===== src/rtl/batamateur_pkg.sv =====
// Shared definitions for the microcoded controller and the uOP sequencer.
//   - FSM state encodings for the sequencer
//   - well-known microoperation indices
//   - instruction word field positions shared with the controller ROM,
//     plus a decode helper returning all fields at once
package batamateur_pkg;

  // Sequencer FSM state encoding
  localparam logic [1:0] ST_INIT = 2'd0;
  localparam logic [1:0] ST_RUN  = 2'd1;
  localparam logic [1:0] ST_STEP = 2'd2;
  localparam logic [1:0] ST_HALT = 2'd3;

  // Well-known microoperation indices
  localparam logic [2:0] UOP_FETCH  = 3'd0;
  localparam logic [2:0] UOP_DECODE = 3'd1;
  localparam logic [2:0] UOP_IDLE   = 3'd7;

  // Instruction field positions (16-bit instruction word)
  localparam int unsigned INSTR_H_MSB = 15;
  localparam int unsigned INSTR_H_LSB = 12;
  localparam int unsigned INSTR_L_MSB = 11;
  localparam int unsigned INSTR_L_LSB = 7;
  localparam int unsigned ACC_SEL_BIT = 6;
  localparam int unsigned OP1_MSB     = 5;
  localparam int unsigned OP1_LSB     = 3;
  localparam int unsigned OP2_MSB     = 2;
  localparam int unsigned OP2_LSB     = 0;

  typedef struct packed {
    logic [3:0] instr_h;
    logic [4:0] instr_l;
    logic       acc_sel;
    logic [2:0] op1;
    logic [2:0] op2;
  } instr_fields_t;

  // Split an instruction word into the fields the controller decodes
  function automatic instr_fields_t decode_instr(input logic [15:0] i_word);
    instr_fields_t f;
    f.instr_h = i_word[INSTR_H_MSB:INSTR_H_LSB];
    f.instr_l = i_word[INSTR_L_MSB:INSTR_L_LSB];
    f.acc_sel = i_word[ACC_SEL_BIT];
    f.op1     = i_word[OP1_MSB:OP1_LSB];
    f.op2     = i_word[OP2_MSB:OP2_LSB];
    return f;
  endfunction

endpackage


===== src/rtl/uop_counter.sv =====
// Microoperation counter for the uOP sequencer.
// Ports:
//   clk          rising-edge clock
//   rst_n        asynchronous active-low reset (counter resets to idle word)
//   i_force_idle park the counter at the idle word (all ones)
//   i_load_zero  restart at uOP 0 (first uOP of an instruction)
//   i_inc        advance by one, wrapping from all ones to 0
//   o_uop        registered counter value
// Control priority: force_idle > load_zero > inc > hold.
module uop_counter #(
  parameter int unsigned UOP_WIDTH = 3
) (
  input  logic                 clk,
  input  logic                 rst_n,
  input  logic                 i_force_idle,
  input  logic                 i_load_zero,
  input  logic                 i_inc,
  output logic [UOP_WIDTH-1:0] o_uop
);

  logic [UOP_WIDTH-1:0] r_uop;

  // Counter register with prioritized idle / zero / increment controls
  always_ff @(posedge clk or negedge rst_n) begin
    if (!rst_n) begin
      r_uop <= {UOP_WIDTH{1'b1}};
    end else if (i_force_idle) begin
      r_uop <= {UOP_WIDTH{1'b1}};
    end else if (i_load_zero) begin
      r_uop <= {UOP_WIDTH{1'b0}};
    end else if (i_inc) begin
      r_uop <= r_uop + UOP_WIDTH'(1'b1);
    end else begin
      r_uop <= r_uop;
    end
  end

  assign o_uop = r_uop;

endmodule


===== src/rtl/uop_sequencer.sv =====
// uOP sequencer: drives the microcoded controller ROM and consumes its
// sequencing outputs, with run/halt/single-step control for a debug panel.
// Ports:
//   CLK, RST_N   clock and asynchronous active-low reset
//   BUS_IN       shared data bus value (loaded into IR on IR_LOAD)
//   IR_LOAD      load IR from BUS_IN
//   IR_EN        drive IR operand field onto the bus
//   RESET_uOP    controller marks the last uOP of the instruction
//   READ_FLAGS   capture ALU_ZERO / ALU_COUT
//   HALT_REQ     level: park at the next instruction boundary
//   STEP_REQ     pulse: run one instruction while halted
//   INSTR, uOP   instruction register and uOP index fed back to controller
//   ZERO_FLAG, COUT_FLAG  latched ALU flags
//   IR_BUS_OUT, IR_BUS_OE combinational bus drive of the operand field
//   HALTED       parked in halt
//   STEP_ACK     one-cycle pulse after a single step completes
//   INSTR_COUNT  retired-instruction count (wraps)
module uop_sequencer
  import batamateur_pkg::*;
#(
  parameter int unsigned IR_WIDTH   = 16,
  parameter int unsigned ADDR_WIDTH = 12,
  parameter int unsigned UOP_WIDTH  = 3,
  parameter int unsigned CNT_WIDTH  = 16
) (
  input  logic                  CLK,
  input  logic                  RST_N,
  input  logic [IR_WIDTH-1:0]   BUS_IN,
  input  logic                  IR_LOAD,
  input  logic                  IR_EN,
  input  logic                  RESET_uOP,
  input  logic                  READ_FLAGS,
  input  logic                  ALU_ZERO,
  input  logic                  ALU_COUT,
  input  logic                  HALT_REQ,
  input  logic                  STEP_REQ,
  output logic [IR_WIDTH-1:0]   INSTR,
  output logic [UOP_WIDTH-1:0]  uOP,
  output logic                  ZERO_FLAG,
  output logic                  COUT_FLAG,
  output logic [IR_WIDTH-1:0]   IR_BUS_OUT,
  output logic                  IR_BUS_OE,
  output logic                  HALTED,
  output logic                  STEP_ACK,
  output logic [CNT_WIDTH-1:0]  INSTR_COUNT
);

  logic [1:0]           r_state;
  logic [IR_WIDTH-1:0]  r_instr;
  logic                 r_zero;
  logic                 r_cout;
  logic                 r_halted;
  logic                 r_step_ack;
  logic [CNT_WIDTH-1:0] r_count;

  logic [1:0]           w_state_nxt;
  logic                 w_force_idle;
  logic                 w_load_zero;
  logic                 w_inc;
  logic                 w_boundary;
  logic                 w_halted_nxt;
  logic                 w_ack_nxt;
  logic [UOP_WIDTH-1:0] w_uop;
  logic                 w_uop_last;

  uop_counter #(
    .UOP_WIDTH (UOP_WIDTH)
  ) u_uop_counter (
    .clk          (CLK),
    .rst_n        (RST_N),
    .i_force_idle (w_force_idle),
    .i_load_zero  (w_load_zero),
    .i_inc        (w_inc),
    .o_uop        (w_uop)
  );

  // A wrap from the last uOP back to 0 also ends an instruction
  assign w_uop_last = (w_uop == {UOP_WIDTH{1'b1}});

  // Next-state, counter controls, halted/ack next values
  always_comb begin
    w_state_nxt  = r_state;
    w_force_idle = 1'b0;
    w_load_zero  = 1'b0;
    w_inc        = 1'b0;
    w_boundary   = 1'b0;
    w_halted_nxt = r_halted;
    w_ack_nxt    = 1'b0;
    case (r_state)
      ST_INIT: begin
        if (HALT_REQ) begin
          w_state_nxt  = ST_HALT;
          w_force_idle = 1'b1;
          w_halted_nxt = 1'b1;
        end else begin
          w_state_nxt  = ST_RUN;
          w_load_zero  = 1'b1;
          w_halted_nxt = 1'b0;
        end
      end
      ST_RUN: begin
        w_boundary = RESET_uOP | w_uop_last;
        // HALT_REQ is only honoured at a boundary so instructions complete
        if (w_boundary && HALT_REQ) begin
          w_state_nxt  = ST_HALT;
          w_force_idle = 1'b1;
          w_halted_nxt = 1'b1;
        end else if (RESET_uOP) begin
          w_load_zero = 1'b1;
        end else begin
          w_inc = 1'b1;
        end
      end
      ST_STEP: begin
        w_boundary = RESET_uOP | w_uop_last;
        // STEP_REQ is not looked at here: repeats during a step are dropped
        if (w_boundary) begin
          w_state_nxt  = ST_HALT;
          w_force_idle = 1'b1;
          w_halted_nxt = 1'b1;
          w_ack_nxt    = 1'b1;
        end else begin
          w_inc = 1'b1;
        end
      end
      ST_HALT: begin
        if (STEP_REQ) begin
          w_state_nxt  = ST_STEP;
          w_load_zero  = 1'b1;
          w_halted_nxt = 1'b0;
        end else if (!HALT_REQ) begin
          w_state_nxt  = ST_RUN;
          w_load_zero  = 1'b1;
          w_halted_nxt = 1'b0;
        end else begin
          w_force_idle = 1'b1;
          w_halted_nxt = 1'b1;
        end
      end
      default: begin
        w_state_nxt  = ST_INIT;
        w_force_idle = 1'b1;
        w_halted_nxt = 1'b0;
      end
    endcase
  end

  // FSM state, halted indicator and step acknowledge pulse
  always_ff @(posedge CLK or negedge RST_N) begin
    if (!RST_N) begin
      r_state    <= ST_INIT;
      r_halted   <= 1'b0;
      r_step_ack <= 1'b0;
    end else begin
      r_state    <= w_state_nxt;
      r_halted   <= w_halted_nxt;
      r_step_ack <= w_ack_nxt;
    end
  end

  // Retired-instruction counter, one increment per boundary
  always_ff @(posedge CLK or negedge RST_N) begin
    if (!RST_N) begin
      r_count <= {CNT_WIDTH{1'b0}};
    end else if (w_boundary) begin
      r_count <= r_count + CNT_WIDTH'(1'b1);
    end else begin
      r_count <= r_count;
    end
  end

  // Instruction register, loadable in any state
  always_ff @(posedge CLK or negedge RST_N) begin
    if (!RST_N) begin
      r_instr <= {IR_WIDTH{1'b0}};
    end else if (IR_LOAD) begin
      r_instr <= BUS_IN;
    end else begin
      r_instr <= r_instr;
    end
  end

  // ALU flag latches, held (including through halt) unless READ_FLAGS
  always_ff @(posedge CLK or negedge RST_N) begin
    if (!RST_N) begin
      r_zero <= 1'b0;
      r_cout <= 1'b0;
    end else if (READ_FLAGS) begin
      r_zero <= ALU_ZERO;
      r_cout <= ALU_COUT;
    end else begin
      r_zero <= r_zero;
      r_cout <= r_cout;
    end
  end

  assign INSTR       = r_instr;
  assign uOP         = w_uop;
  assign ZERO_FLAG   = r_zero;
  assign COUT_FLAG   = r_cout;
  assign HALTED      = r_halted;
  assign STEP_ACK    = r_step_ack;
  assign INSTR_COUNT = r_count;

  // Bus drive reads the current IR, so a simultaneous load shows the old value
  assign IR_BUS_OUT = {{(IR_WIDTH-ADDR_WIDTH){1'b0}}, r_instr[ADDR_WIDTH-1:0]};
  assign IR_BUS_OE  = IR_EN;

endmodule


===== config.mk =====
export PLATFORM = sky130hd
export DESIGN_NAME = uop_sequencer
export DESIGN_NICKNAME = d
export VERILOG_FILES = /design/src/rtl/batamateur_pkg.sv /design/src/rtl/uop_counter.sv /design/src/rtl/uop_sequencer.sv
export SDC_FILE = /design/constraint.sdc
export NUM_CORES = 1
export LEC_CHECK = 0
export CAP_MARGIN = 15
export CORE_UTILIZATION = 30
export DETAILED_ROUTE_END_ITERATION = 7
export GPL_TIMING_DRIVEN = 0
export SLEW_MARGIN = 20
export SYNTH_ARGS = -nofsm -noshare
export SYNTH_HDL_FRONTEND = slang
export SYNTH_HIERARCHICAL = 1
export SYNTH_SLANG_ARGS = --single-unit

===== constraint.sdc =====
create_clock -name CLK -period 2 [get_ports CLK]
set_input_delay 0.3 -clock CLK [delete_from_list [all_inputs] [get_ports CLK]]
set_output_delay 0.3 -clock CLK [all_outputs]
set_load 0.02 [all_outputs]

After elaboration in Yosys (flattened, before gate mapping)
Index checks and enable logic that the tools add are counted.
{ "totals": {"memories": 0, "input_bits": 26, "mem_bits_rw": 0, "mem_bits_ro": 0, "register_bits": 41, "latchBits": 0} }
{ "classes": {"mux": 28, "reduce_logical": 6, "n_addsub": 2, "order_cmp": 0, "n_mul": 0, "shift": 0, "bitwise_logic": 1, "div_mod_pow": 0, "n_eq_ne": 7} }
{ "op_table": {"columns": ["operator", "count"], "rows": [
  ["$add 16x1->16 const B", 1],
  ["$mux 1", 15],
  ["$mux 2", 5],
  ["$mux 3", 3],
  ["$pmux 1 s4", 2],
  ["$pmux 2 s4", 1],
  ["$eq 2x2->1 const B", 2],
  ["$ne 2x2->1 const B", 2],
  ["$add 3x1->3 const B", 1],
  ["$eq 3x3->1 const B", 1],
  ["$ne 3x3->1 const B", 1],
  ["$pmux 1 s3", 1],
  ["$reduce_and 3->1", 1],
  ["$reduce_bool 3->1", 1],
  ["$eq 2x1->1 const B", 1],
  ["$logic_not 2->1", 1],
  ["$pmux 1 s2", 1],
  ["$reduce_and 2->1", 1],
  ["$reduce_or 2->1", 1],
  ["$logic_and 1x1->1", 1],
  ["$or 1x1->1", 1]
]} }

Depth between registers and ports, before layout
{ "depth": {"word_depth": 8, "mapped_depth": 8, "depth_no_buf": 8} }

Cells and area by module
Netlist, hierarchy kept.
{ "modules_own_cells": {"columns": ["mod", "area_per_inst_um2", "cells_per_inst", "n_inst", "seq_area_each_um2"], "rows": [
  ["uop_sequencer", 1850.5, 152, 1, 950.9],
  ["uop_counter", 157.7, 12, 1, 78.8]
]} }

Least setup slack after synthesis
Ideal clock, no wire load.
{ "synth_timing": {"path_type": "register to register", "from": "register r_state[0]", "to": "register u_uop_counter.r_uop[2], in the netlist u_uop_counter/o_uop[2]", "required_time_ns": 1.918, "arrival_time_ns": 1.691, "setup_slack_ns": 0.227, "synth_period_minus_slack_ns": 1.773, "stages_incl_launch_ff": 8, "path_cell_list": "dfrtp_1 inv_1 ha_1 a21oi_1 a21oi_1 nor3b_1 nand2_1 a211o_1"} }
{ "synth_via": {"word_cells_on_any_way": 10, "classes_between": "eq/ne: 3; mux: 5; reduce/logical: 2"} }
{ "synth_lines": {"columns": ["element", "line", "text"], "rows": [
  ["from (decl)", "uop_sequencer.sv:48", "logic [1:0] r_state;"],
  ["from (signal assigned)", "uop_sequencer.sv:155", "r_state <= w_state_nxt;"],
  ["$eq 2x2->1 or $eq 2x1->1 (tied branches)", "uop_sequencer.sv:89", "case (r_state)"],
  ["$pmux 1 s2 (*)", "uop_sequencer.sv:89", null],
  ["via w_inc", "uop_sequencer.sv:59", "logic w_inc;"],
  ["$reduce_bool 3->1 (no source line) (*)", null, null],
  ["to (signal assigned)", "uop_counter.sv:30", "r_uop <= {UOP_WIDTH{1'b0}};"],
  ["to (signal assigned)", "uop_counter.sv:32", "r_uop <= r_uop + UOP_WIDTH'(1'b1);"],
  ["to (signal assigned)", "uop_counter.sv:34", "r_uop <= r_uop;"],
  ["to (decl)", "uop_counter.sv:21", "logic [UOP_WIDTH-1:0] r_uop;"]
]} }
The timed path passes the listed nets; every way through them passes the cells marked *.
A chain may end at the register's enable or synchronous reset.

Worst setup path after layout
{ "layout_timing": {"from": "input RESET_uOP", "to": "register u_uop_counter.r_uop[2], in the netlist u_uop_counter/o_uop[2]"} }
{ "layout_via": {"word_cells_on_any_way": 15, "classes_between": "mux: 12; bitwise: 1; reduce/logical: 2"} }
{ "layout_lines": {"columns": ["element", "line", "text"], "rows": [
  ["from (decl)", "uop_sequencer.sv:31", "input logic RESET_uOP,"],
  ["$or 1x1->1", "uop_sequencer.sv:102, uop_sequencer.sv:115", null],
  ["$logic_and 1x1->1", "uop_sequencer.sv:104", "if (w_boundary && HALT_REQ) begin"],
  ["$mux 1", "uop_sequencer.sv:104", null],
  ["$pmux 1 s2 (*)", "uop_sequencer.sv:89", null],
  ["via w_inc", "uop_sequencer.sv:59", null],
  ["$reduce_bool 3->1 (no source line) (*)", null, null]
]} }
Marks and branches as above.

==> impl_metrics.ini <==
[timing]
fin_crit_ns = 1.90
fin_worst_skew_ns = 0.00321
period_share = 0.948
rsz0062_at_grt = no
fmax_mhz = 528
hold_violations = 0
fin_tns_setup_ns = 0
fin_ws_ns = 0.105
setup_viol = 0
slew_viol_final = 0

[setup_path]
crit_top_cell = a21oi_1
startpoint_type = input port
slowest_delay_ns = 0.54
crit_type = in -> reg
r2r_slack_ns = 0.19
required_ns = 2.22
end_kind = flip-flop
reg2reg_to = u_uop_counter/o_uop[2]$_DFFE_PN1P_
cp_slowest_cell = clkdlybuf4s50_1
endpoint = u_uop_counter/o_uop[2]$_DFFE_PN1P_
crit_start = RESET_uOP
crit_fanout = 4
r2r_start = r_state[0]$_DFFE_PN0P_
path_cells = clkdlybuf4s50_1 > a31oi_4 > a21oi_1 > a21oi_1 > nor3b_4 > nand2_1 > a211o_1
cp.arrival_ns = 2.11
ff2ff_path_depth = 7

[floorplanning]
start_util = 0.313
rows = 29
fp.dieW_um = 83.8
core_area_mm2 = 0.00642
die_area_mm2 = 0.00702
die_h_um = 83.8
pin_count = 82

[power_and_ir_drop]
power_density_mw_per_mm2 = 1110
switching_share = 0.359
ir_drop_mv = 0.725
finalPower_mw = 3.33
p_int_mw = 2.14
p_sw_mw = 1.20
pwr-share-comb = 0.441
p_leak_nw = 1.32
seqPwrFrac = 0.367
p_clk_frac = 0.192

[synth]
synth-warning-count = 6
yosysSeqAreaShare = 0.513
syn_inst = 164
synth_top_family_by_area = multiplexers
synthTopCellsByArea = dfrtp_1, mux2_2, buf_4, xnor2_1, dfstp_2
ys_types = 33
synth_compound_area_frac = 0.0598
syn_area_mm2 = 0.00201
muxShareOfSynthArea = 0.127
yosys.area_share.adder = 0.0374
synth_seq_cells = 41
synth_xor_area_frac = 0.0698
syn_area_per_cell_um2 = 12.2
yosysTopAreaCellShare = 0.474
yosys.area.top_type = dfrtp_1
yosys.area_share.simple = 0.112

[grt]
top_usage_layer = met2
grt_usage = 0.127
gr-usage-met2 = 0.197
grt_pass1_wl_mm = 7.08
antenna_found_initial = 0
grt-ovfl-total = 0
use_met1 = 0.163
grt_util_met3 = 0.0425
grt_pass1_vias = 1497
grt_start_max_net_pins = 25

[clocking]
clock_latency_ns = 0.29
path_clk_slew_ns = 0.08
postCtsSetupBuffers = 0
tritoncts = built
cts_root_buffer = clkbuf_8
htree_levels = 2
clock-sinks = 41
cts_made_buffers = 5
clockBufferDepth = 2

[outcome]
outcome = finished with violations
violations = DRC

[routing]
first_iter_violations = 47
firstDrtPassIters = 6
wire_per_inst_um = 12.7
viasPerCell = 4.55
num_vias = 1492
antenna_violating_nets_post_route = 0
drt_wl_total_mm = 4.16
remaining_drc_errors = 21

[placement]
post-place-ws_ns = -0.360
io_buffers = 75
place.gp.congestion = 0.713
post_dp_cell_area_mm2 = 0.00288
hpwl_mm = 3.09

[cells_and_area]
synthToLayoutAreaGrowth_pct = 49.7
drive_above_1_share = 0.223
fill_cells = 606
stdcell_area_mm2 = 0.00301
insertedDiodeCount = 0
final_nets = 283

[run]
drv_cap = 0

[hold_path]
min_path_type = in -> reg
hp-start = IR_LOAD
-- registers in the layout, summed over array words and instances, names as in the netlist --
signal and cells:
u_uop_counter/o_uop 3, COUT_FLAG 1, HALTED 1, INSTR_COUNT 16, ZERO_FLAG 1, STEP_ACK 1, r_state 2, INSTR 16
-- cells in the mapped netlist, drive strengths merged --
master   instances
and2b            1
conb             1
o21ai            4
nand4            6
or3              1
mux2i            3
and4bb           1
mux2            20
nand2b           1
o21bai           2
xnor2           13
dfrtp           38
a211o            1
nor3b            1
nor3             1
nor2             3
buf             20
xor2             3
a31o             1
inv              4
a21oi            6
nor2b            1
and2             1
nand3            4
and3             8
a2bb2oi          1
ha               6
nand2            5
a31oi            1
and4             2
dfstp            3
a22oi            1
-- power groups by stage --
stage / combinational [mW] / clock (mW) / sequential (mW)
4_1_cts: 1.47 / 0.681 / 1.22
3_5_place_dp: 1.45 / 0 / 1.24
2_1_floorplan: 0.732 / 0 / 1.38
6_report: 1.47 / 0.641 / 1.22
5_1_grt: 1.60 / 0.715 / 1.25
3_3_place_gp: 1.44 / 0 / 1.23
-- repair_timing --
item                                    CTS  global route
hold buffers                              1             0
pin swaps                                 0             0
gates resized for setup                   1             1
endpoints found under the hold margin    17             0
endpoints found under the setup margin    1             1
cloned                                    0             0
-- critical path, delay by kind of cell --
| kind | cells | cell delay, ns |
|---|---|---|
| AO/OA/AOI/OAI | 4 | 0.87 |
| buffers and inverters | 1 | 0.54 |
| AND/OR/NAND/NOR | 2 | 0.40 |
-- cells by family (layout without fill, tap and decap cells) --
logic type	Yosys count	count (layout)
buf+inv	24	108
simple gates	36	36
fa+ha+maj	6	6
compound gates	17	17
xor+xnor	16	16
flops	41	41
other cells	1	4
mux	23	23
-- metal layers --
| metal | part of all wire | wire length (um) | up-vias |
|---|---|---|---|
| met2 | 0.45 | 1890 | 59 |
| li1 | - | - | 729 |
| met4 | 0.014 | 57 | 0 |
| met5 | 0 | 0 | - |
| met1 | 0.45 | 1890 | 698 |
| met3 | 0.078 | 324 | 6 |
-- through the flow --
step	cells	hold WS [ns]	util
6_report	328	0.387	0.468
5_1_grt	328	0.397	0.468
4_1_cts	328	0.386	0.467
3_5_place_dp	320	0.270	0.449
3_3_place_gp	319	0.467	0.446
2_1_floorplan	167	0.00441	-
-- layout make-up --
cell class,instances,area [um2],share of cell area
Multi-Input combinational cell,102,841,0.280
Timing Repair Buffer,77,776,0.258
Clock inverter,2,35.0,0.0117
Buffer,20,145,0.0483
Tap cell,77,96.3,0.0320
Sequential cell,41,1030,0.342
Inverter,4,15.0,0.00499
Clock buffer,5,68.8,0.0229
-- cells in the final DEF (no fill, tap or decap), drive strengths merged, types with 2 or more instances in the layout --
master          n
and3            8
and4            2
nor2            3
nand4           6
conb            4
mux2i           3
o21bai          2
nand3           4
clkdlybuf4s50  74
mux2           20
xor2            3
dfstp           3
o21ai           4
inv             4
a21oi           6
ha              6
buf            22
nand2           5
clkbuf          5
xnor2          13
dfrtp          38
-- worst min path at each step --
stage,to,depth (start not counted)
after floorplan,COUT_FLAG$_DFFE_PN0P_,0
after global placement,INSTR_COUNT[15]$_DFFE_PN0P_,1
after detailed placement,INSTR_COUNT[12]$_DFFE_PN0P_,1
after CTS,INSTR[1]$_DFFE_PN0P_,2
after global routing,INSTR[1]$_DFFE_PN0P_,2
final,INSTR[1]$_DFFE_PN0P_,2
No activity file was read; power rests on OpenSTA's default activity.
